### config.mk
export PLATFORM = sky130hd
export DESIGN_NAME = load_seq_flat
export DESIGN_NICKNAME = d
export VERILOG_FILES = /design/src/rtl/load_seq_if.sv /design/src/rtl/load_seq.sv /design/src/flat_wrapper.sv
export SDC_FILE = /design/constraint.sdc
export NUM_CORES = 1
export LEC_CHECK = 0
export ABC_CLOCK_PERIOD_IN_PS = 5300
export CAP_MARGIN = 20
export CELL_PAD_IN_SITES_DETAIL_PLACEMENT = 1
export CELL_PAD_IN_SITES_GLOBAL_PLACEMENT = 2
export CORE_ASPECT_RATIO = 0.7
export CORE_UTILIZATION = 37
export CTS_BUF_LIST = sky130_fd_sc_hd__clkbuf_8
export DETAILED_ROUTE_END_ITERATION = 12
export GPL_ROUTABILITY_DRIVEN = 0
export PLACE_DENSITY_LB_ADDON = 0.1
export SLEW_MARGIN = 30
export SYNTH_ARGS = -nofsm -noshare
export SYNTH_HDL_FRONTEND = slang
export SYNTH_SLANG_ARGS = --single-unit
### constraint.sdc
create_clock -name clk -period 5.3 [get_ports clk]
set_input_delay 1.06 -clock clk [delete_from_list [all_inputs] [get_ports clk]]
set_output_delay 1.06 -clock clk [all_outputs]
set_load 0.05 [all_outputs]
### src/rtl/load_seq_if.sv
// Load sequencer bus bundle: execute-stage load request, data-memory read port
// and writeback return, with the sequencer on the master side.
interface load_seq_if #(
    parameter int DATA_WIDTH = 32
);
    logic                  ld_valid;
    logic                  ld_ready;
    logic [DATA_WIDTH-1:0] ld_addr;
    logic [2:0]            ld_funct3;
    logic [4:0]            ld_rd;

    logic                  mem_req;
    logic                  mem_gnt;
    logic [DATA_WIDTH-1:0] mem_addr;
    logic                  mem_rvalid;
    logic [DATA_WIDTH-1:0] mem_rdata;

    logic                  wb_valid;
    logic                  wb_ready;
    logic [DATA_WIDTH-1:0] wb_data;
    logic [4:0]            wb_rd;
    logic                  wb_fault;

    modport master (
        input  ld_valid, ld_addr, ld_funct3, ld_rd,
        input  mem_gnt, mem_rvalid, mem_rdata,
        input  wb_ready,
        output ld_ready,
        output mem_req, mem_addr,
        output wb_valid, wb_data, wb_rd, wb_fault
    );

    modport slave (
        output ld_valid, ld_addr, ld_funct3, ld_rd,
        output mem_gnt, mem_rvalid, mem_rdata,
        output wb_ready,
        input  ld_ready,
        input  mem_req, mem_addr,
        input  wb_valid, wb_data, wb_rd, wb_fault
    );
endinterface

### src/rtl/load_seq.sv
// Load sequencer for core_l1: one load at a time, one or two word reads, byte/half/word
// extraction and extension. Define LOAD_SEQ_MISALIGNED_EN to allow misaligned LH/LHU/LW.

module signext (
    input  logic [2:0]  op,
    input  logic [31:0] din,
    output logic [31:0] dout
);
    localparam logic [2:0] SX_0700  = 3'd0;
    localparam logic [2:0] SX_1500  = 3'd1;
    localparam logic [2:0] SX_3100  = 3'd2;
    localparam logic [2:0] SXU_0700 = 3'd4;
    localparam logic [2:0] SXU_1500 = 3'd5;

    always_comb begin
        dout = din;
        case (op)
            SX_0700:  dout = {{24{din[7]}}, din[7:0]};
            SX_1500:  dout = {{16{din[15]}}, din[15:0]};
            SX_3100:  dout = din;
            SXU_0700: dout = {24'h000000, din[7:0]};
            SXU_1500: dout = {16'h0000, din[15:0]};
            default:  dout = din;
        endcase
    end
endmodule

module load_seq #(
    parameter int DATA_WIDTH = 32
) (
    input logic        clk,
    input logic        rst_n,
    load_seq_if.master bus
);
    localparam logic [2:0] S_IDLE  = 3'd0;
    localparam logic [2:0] S_REQ0  = 3'd1;
    localparam logic [2:0] S_WAIT0 = 3'd2;
    localparam logic [2:0] S_REQ1  = 3'd3;
    localparam logic [2:0] S_WAIT1 = 3'd4;
    localparam logic [2:0] S_RESP  = 3'd5;

    localparam logic [2:0] SX_0700  = 3'd0;
    localparam logic [2:0] SX_1500  = 3'd1;
    localparam logic [2:0] SX_3100  = 3'd2;
    localparam logic [2:0] SXU_0700 = 3'd4;
    localparam logic [2:0] SXU_1500 = 3'd5;

`ifdef LOAD_SEQ_MISALIGNED_EN
    localparam bit MISALIGNED_EN = 1'b1;
`else
    localparam bit MISALIGNED_EN = 1'b0;
`endif

    logic [2:0]            state;
    logic [DATA_WIDTH-1:0] addr_q;
    logic [2:0]            funct3_q;
    logic [4:0]            rd_q;
    logic [DATA_WIDTH-1:0] buf0;
    logic [DATA_WIDTH-1:0] buf1;
    logic [DATA_WIDTH-1:0] mem_addr_q;
    logic [DATA_WIDTH-1:0] wb_data_q;
    logic [4:0]            wb_rd_q;
    logic                  wb_fault_q;

    logic [2:0]              req_size;
    logic                    req_misaligned;
    logic                    req_fault;
    logic                    crosses;
    logic [DATA_WIDTH-1:0]   ext_lo;
    logic [DATA_WIDTH-1:0]   ext_hi;
    logic [2*DATA_WIDTH-1:0] pair;
    logic [DATA_WIDTH-1:0]   raw;
    logic [2:0]              sx_op;
    logic [DATA_WIDTH-1:0]   sx_out;

    // Access size in bytes; 0 marks an unsupported funct3.
    function automatic logic [2:0] load_size(input logic [2:0] f3);
        case (f3)
            3'd0, 3'd4: load_size = 3'd1;
            3'd1, 3'd5: load_size = 3'd2;
            3'd2:       load_size = 3'd4;
            default:    load_size = 3'd0;
        endcase
    endfunction

    always_comb begin
        req_size       = load_size(bus.ld_funct3);
        req_misaligned = ((req_size == 3'd2) && bus.ld_addr[0]) ||
                         ((req_size == 3'd4) && (bus.ld_addr[1:0] != 2'b00));
        req_fault      = (req_size == 3'd0) || (req_misaligned && !MISALIGNED_EN);
    end

`ifdef LOAD_SEQ_MISALIGNED_EN
    assign crosses = ({1'b0, addr_q[1:0]} + load_size(funct3_q)) > 3'd4;
`else
    assign crosses = 1'b0;
`endif

    // The word arriving this cycle bypasses its buffer so wb_data can be
    // registered on the same edge that enters RESP.
    always_comb begin
        ext_lo = buf0;
        ext_hi = buf1;
        if (state == S_WAIT0) begin
            ext_lo = bus.mem_rdata;
        end
        if (state == S_WAIT1) begin
            ext_hi = bus.mem_rdata;
        end
        pair = {ext_hi, ext_lo} >> {addr_q[1:0], 3'b000};
        raw  = pair[DATA_WIDTH-1:0];
    end

    always_comb begin
        sx_op = SX_3100;
        case (funct3_q)
            3'd0:    sx_op = SX_0700;
            3'd1:    sx_op = SX_1500;
            3'd2:    sx_op = SX_3100;
            3'd4:    sx_op = SXU_0700;
            3'd5:    sx_op = SXU_1500;
            default: sx_op = SX_3100;
        endcase
    end

    signext u_signext (
        .op   (sx_op),
        .din  (raw),
        .dout (sx_out)
    );

    always_ff @(posedge clk or negedge rst_n) begin
        if (!rst_n) begin
            state      <= S_IDLE;
            addr_q     <= '0;
            funct3_q   <= 3'd0;
            rd_q       <= 5'd0;
            buf0       <= '0;
            buf1       <= '0;
            mem_addr_q <= '0;
            wb_data_q  <= '0;
            wb_rd_q    <= 5'd0;
            wb_fault_q <= 1'b0;
        end else begin
            case (state)
                S_IDLE: begin
                    if (bus.ld_valid) begin
                        addr_q   <= bus.ld_addr;
                        funct3_q <= bus.ld_funct3;
                        rd_q     <= bus.ld_rd;
                        if (req_fault) begin
                            wb_data_q  <= '0;
                            wb_rd_q    <= bus.ld_rd;
                            wb_fault_q <= 1'b1;
                            state      <= S_RESP;
                        end else begin
                            mem_addr_q <= {bus.ld_addr[DATA_WIDTH-1:2], 2'b00};
                            state      <= S_REQ0;
                        end
                    end
                end
                S_REQ0: begin
                    if (bus.mem_gnt) begin
                        state <= S_WAIT0;
                    end
                end
                S_WAIT0: begin
                    if (bus.mem_rvalid) begin
                        buf0 <= bus.mem_rdata;
                        if (crosses) begin
                            mem_addr_q <= mem_addr_q + DATA_WIDTH'(4);
                            state      <= S_REQ1;
                        end else begin
                            wb_data_q  <= sx_out;
                            wb_rd_q    <= rd_q;
                            wb_fault_q <= 1'b0;
                            state      <= S_RESP;
                        end
                    end
                end
                S_REQ1: begin
                    if (bus.mem_gnt) begin
                        state <= S_WAIT1;
                    end
                end
                S_WAIT1: begin
                    if (bus.mem_rvalid) begin
                        buf1       <= bus.mem_rdata;
                        wb_data_q  <= sx_out;
                        wb_rd_q    <= rd_q;
                        wb_fault_q <= 1'b0;
                        state      <= S_RESP;
                    end
                end
                S_RESP: begin
                    if (bus.wb_ready) begin
                        state <= S_IDLE;
                    end
                end
                default: state <= S_IDLE;
            endcase
        end
    end

    assign bus.ld_ready = (state == S_IDLE);
    assign bus.mem_req  = (state == S_REQ0) || (state == S_REQ1);
    assign bus.mem_addr = mem_addr_q;
    assign bus.wb_valid = (state == S_RESP);
    assign bus.wb_data  = wb_data_q;
    assign bus.wb_rd    = wb_rd_q;
    assign bus.wb_fault = wb_fault_q;
endmodule

### src/flat_wrapper.sv
// flat-port wrapper written by rule: the top's interface ports become plain ports
module load_seq_flat 
#(
    parameter int DATA_WIDTH = 32
)
  (clk, rst_n, bus_ld_valid, bus_ld_addr, bus_ld_funct3, bus_ld_rd, bus_mem_gnt, bus_mem_rvalid, bus_mem_rdata, bus_wb_ready, bus_ld_ready, bus_mem_req, bus_mem_addr, bus_wb_valid, bus_wb_data, bus_wb_rd, bus_wb_fault);
  load_seq_if #(.DATA_WIDTH(DATA_WIDTH)) bus_i ();
  input logic clk;
  input logic rst_n;
  input wire logic [$bits(bus_i.ld_valid)-1:0] bus_ld_valid;
  input wire logic [$bits(bus_i.ld_addr)-1:0] bus_ld_addr;
  input wire logic [$bits(bus_i.ld_funct3)-1:0] bus_ld_funct3;
  input wire logic [$bits(bus_i.ld_rd)-1:0] bus_ld_rd;
  input wire logic [$bits(bus_i.mem_gnt)-1:0] bus_mem_gnt;
  input wire logic [$bits(bus_i.mem_rvalid)-1:0] bus_mem_rvalid;
  input wire logic [$bits(bus_i.mem_rdata)-1:0] bus_mem_rdata;
  input wire logic [$bits(bus_i.wb_ready)-1:0] bus_wb_ready;
  output wire logic [$bits(bus_i.ld_ready)-1:0] bus_ld_ready;
  output wire logic [$bits(bus_i.mem_req)-1:0] bus_mem_req;
  output wire logic [$bits(bus_i.mem_addr)-1:0] bus_mem_addr;
  output wire logic [$bits(bus_i.wb_valid)-1:0] bus_wb_valid;
  output wire logic [$bits(bus_i.wb_data)-1:0] bus_wb_data;
  output wire logic [$bits(bus_i.wb_rd)-1:0] bus_wb_rd;
  output wire logic [$bits(bus_i.wb_fault)-1:0] bus_wb_fault;
  assign bus_i.ld_valid = bus_ld_valid;
  assign bus_i.ld_addr = bus_ld_addr;
  assign bus_i.ld_funct3 = bus_ld_funct3;
  assign bus_i.ld_rd = bus_ld_rd;
  assign bus_i.mem_gnt = bus_mem_gnt;
  assign bus_i.mem_rvalid = bus_mem_rvalid;
  assign bus_i.mem_rdata = bus_mem_rdata;
  assign bus_i.wb_ready = bus_wb_ready;
  assign bus_ld_ready = bus_i.ld_ready;
  assign bus_mem_req = bus_i.mem_req;
  assign bus_mem_addr = bus_i.mem_addr;
  assign bus_wb_valid = bus_i.wb_valid;
  assign bus_wb_data = bus_i.wb_data;
  assign bus_wb_rd = bus_i.wb_rd;
  assign bus_wb_fault = bus_i.wb_fault;
  load_seq #(.DATA_WIDTH(DATA_WIDTH)) u_core (.clk(clk), .rst_n(rst_n), .bus(bus_i));
endmodule
==> impl_metrics.tcl <==
set metrics [dict create \
    routed_wl_um 19870 \
    grt.total_usage_pct 21.98 \
    status "complete, no violations" \
    drt_first_pass_iters 4 \
    cts_sinks 137 \
    die_h_um 115.5 \
    worstPathMaxFanout 11 \
    antennaDiodeCount 0 \
    start_kind "flip-flop" \
    r2r.worst_path.cells 6 \
    cts_resized 0 \
    cts_buffers 17 \
    hold_viol_final 0 \
    critPathRequiredTime_ps 4240 \
    syn_area_per_cell_um2 11.97 \
    worstHoldStart "u_core.bus.wb_data[2]" \
    fin_util_pct 49.69 \
    pwr_density_cell_nw_per_um2 678.0 \
    ys_seq_elements 137 \
    setup_viol 0 \
    end_kind "primary output" \
    numPortBuffers 148 \
    crit-reg2reg-launch "u_core.state[1]" \
    hpwlAfterDp_um 14290 \
    vdd_drop_max_mv 0.2891 \
    rsz0062_at_grt "false" \
    fp.dieArea_um2 18960 \
    layout.nets 785 \
    rows 41 \
    synth_top_area_share_pct 50.35 \
    cts_buffer_depth 2 \
    hold_class "reg -> reg" \
    viasPerCell 5.303 \
    syn_to_final_growth_pct 31.40 \
    fp.coreArea_um2 18010 \
    grt_max_degree 69 \
    cts_tree "yes" \
    synth.largest_area_cell "dfrtp_1" \
    min_period_ps 3334 \
    initial_core_util_pct 37.82 \
    ant_nets 0 \
    relSlewSlack_pct 39.17 \
    ios 151 \
    synthCells 569 \
    synthTopCellsByArea "dfrtp_1, mux2_2, mux2i_1" \
    overflow 0 \
    fin_tns_setup_ps 0 \
    die_x_um 164.1 \
    crit_type "reg -> out" \
    clk_pin_slew_ps 80 \
    first_global_vias 5170 \
    leakagePower_nw 3.725 \
    antenna_found_initial 0 \
    synth_cell_types 43 \
    wl_per_cell_um 20.79 \
    grt_pass1_wl_um 30810 \
    worst_pin_slew_ps 912.5 \
    holdBufCountCts 0 \
    drt_drc_violations_left 0 \
    syn-cell-area_um2 6809 \
    finalCritPeriodShare_pct 62.90 \
    drive_above_1_share_pct 21.25 \
    critPathArrivalTime_ps 2270 \
    vias 5070 \
    clock_latency_ps 460 \
    r2r_slack_ps 2120 \
    slew_violations 0 \
    ys_seq_area_share_pct 50.35 \
    initialDrtViolationCount 205 \
    h-tree-depth 4 \
    cts_root_buf "clkbuf_8" \
    whs_path_depth 2 \
    fill_cells 1860 \
    timing.hold.ws_ps 480.6 \
    whs_endpoint "u_core.bus.wb_data[2]" \
    max-cap-violations 0 \
    synth-async-reset-ratio_pct 100.0 \
    cts_setup_buffers 0 \
    clock_skew_ps 14.17 \
    ys.flop_type "dfrtp_1" \
    ys_warn_count 0 \
    synth_edf_count 0 \
    r2r-end "u_core.bus.wb_data[14]" \
    max_freq_ghz 0.2999 \
]
critical path: stages (launching register included):
cell and delay (ps):
dfrtp_1 600, and2b_1 270, and2_1 150, clkdlybuf4s50_1 800
cell families after synthesis:
family / after synthesis / synth area share (%)
buffers and inverters: 55 / 4.043
multiplexers: 185 / 30.94
AO/OA/AOI/OAI: 77 / 7.295
flip-flops: 137 / 50.35
other: 1 / 0.05507
AND/OR/NAND/NOR: 114 / 7.314
metal layers:
layer / global-route usage (%) / wire length (um)
met2: 31.84 / 8609
met1: 33.25 / 10110
met3: 4.868 / 1004
met5: 0 / 0
met4: 4.877 / 150
state kept, by name (all words and copies together) (netlist names):
signal and count:
u_core.bus.wb_rd 5, u_core.buf0 32, u_core.bus.wb_fault 1, u_core.bus.mem_addr 30, u_core.bus.wb_data 32, u_core.state 3
u_core.funct3_q 3, u_core.rd_q 5, u_core.addr_q 2, u_core.buf1 24
cell usage after synthesis (2+ instances only):
| cell | instances |
|---|---|
| mux2i_1 | 83 |
| a221oi_1 | 8 |
| mux4_2 | 11 |
| a22oi_1 | 7 |
| and2_1 | 4 |
| dfrtp_1 | 137 |
| buf_6 | 3 |
| a32oi_1 | 7 |
| o21ai_0 | 36 |
| buf_1 | 3 |
| clkbuf_1 | 14 |
| a21oi_1 | 7 |
| nor4_1 | 2 |
| buf_2 | 16 |
| nor3_1 | 4 |
| mux2_2 | 89 |
| inv_1 | 12 |
| buf_4 | 7 |
| o2bb2ai_1 | 2 |
| nand3_1 | 16 |
| nor2_1 | 27 |
| nand2_1 | 53 |
metrics by stage:
step	power (W)	instance area [um^2]	worst slack [ps]	instances
global route	0.006404	8947	1854	956
CTS	0.006094	8947	1949	956
detailed placement	0.005098	8496	1959	924
global placement	0.004991	8472	1958	923
finish	0.006066	8947	1966	956
floorplan	0.003996	6813	2413	570
power by group:
part	switching (W)	total, W	internal (W)	leakage (nW)
combinational	0.00198	0.00326	0.00128	1.80
clock	0.000433	0.000976	0.000543	0.227
sequential	0.000311	0.00183	0.00152	1.70
total	0.00272	0.00607	0.00334	3.73
placed cells by master, fill, tap and decap left out, types with 2 or more instances in the layout:
cell type        Yosys  final
nor2_1              27     27
mux4_2              11     11
clkdlybuf4s50_1      0    147
bufinv_16            0      4
clkbuf_8             0     19
nor3_1               4      3
nor3b_4              0      2
mux2i_1             83     83
clkinv_4             0      3
inv_6                0      3
a22oi_1              7      7
clkinv_2             0      2
o21ai_0             36     36
nand2_1             53     53
dfrtp_1            137    137
nand3_1             16     16
a221oi_1             8      8
a32oi_1              7      7
buf_6                3      2
buf_4                7     12
and2_1               4      3
nor4_1               2      2
mux2_2              89     89
inv_1               12     12
conb_1               1      2
a21oi_1              7      7
o2bb2ai_1            2      2
area by class of cell:
| type | instances | area [um^2] | area share (%) |
|---|---|---|---|
| Sequential cell | 137 | 3428 | 38.32 |
| Multi-Input combinational cell | 378 | 3143 | 35.13 |
| Timing Repair Buffer | 161 | 1584 | 17.70 |
| Clock inverter | 13 | 190.2 | 2.126 |
| Tap cell | 236 | 295.3 | 3.300 |
| Inverter | 12 | 45.04 | 0.5034 |
| Clock buffer | 19 | 261.5 | 2.923 |
how the worst max path moves through the flow:
| stage | from | end | slack, ps | cells after the start |
|---|---|---|---|---|
| finish | u_core.state[2] | bus_wb_valid | 1970 | 3 |
| global route | u_core.state[2] | bus_wb_valid | 1850 | 3 |
| CTS | u_core.state[2] | bus_wb_valid | 1950 | 3 |
| detailed placement | bus_mem_rdata[23] | u_core.bus.wb_data[23] | 1960 | 5 |
| global placement | u_core.state[0] | u_core.buf0[29] | 1960 | 4 |
| floorplan | u_core.state[0] | u_core.rd_q[2] | 2410 | 6 |
(Power assumes the default switching activity.)
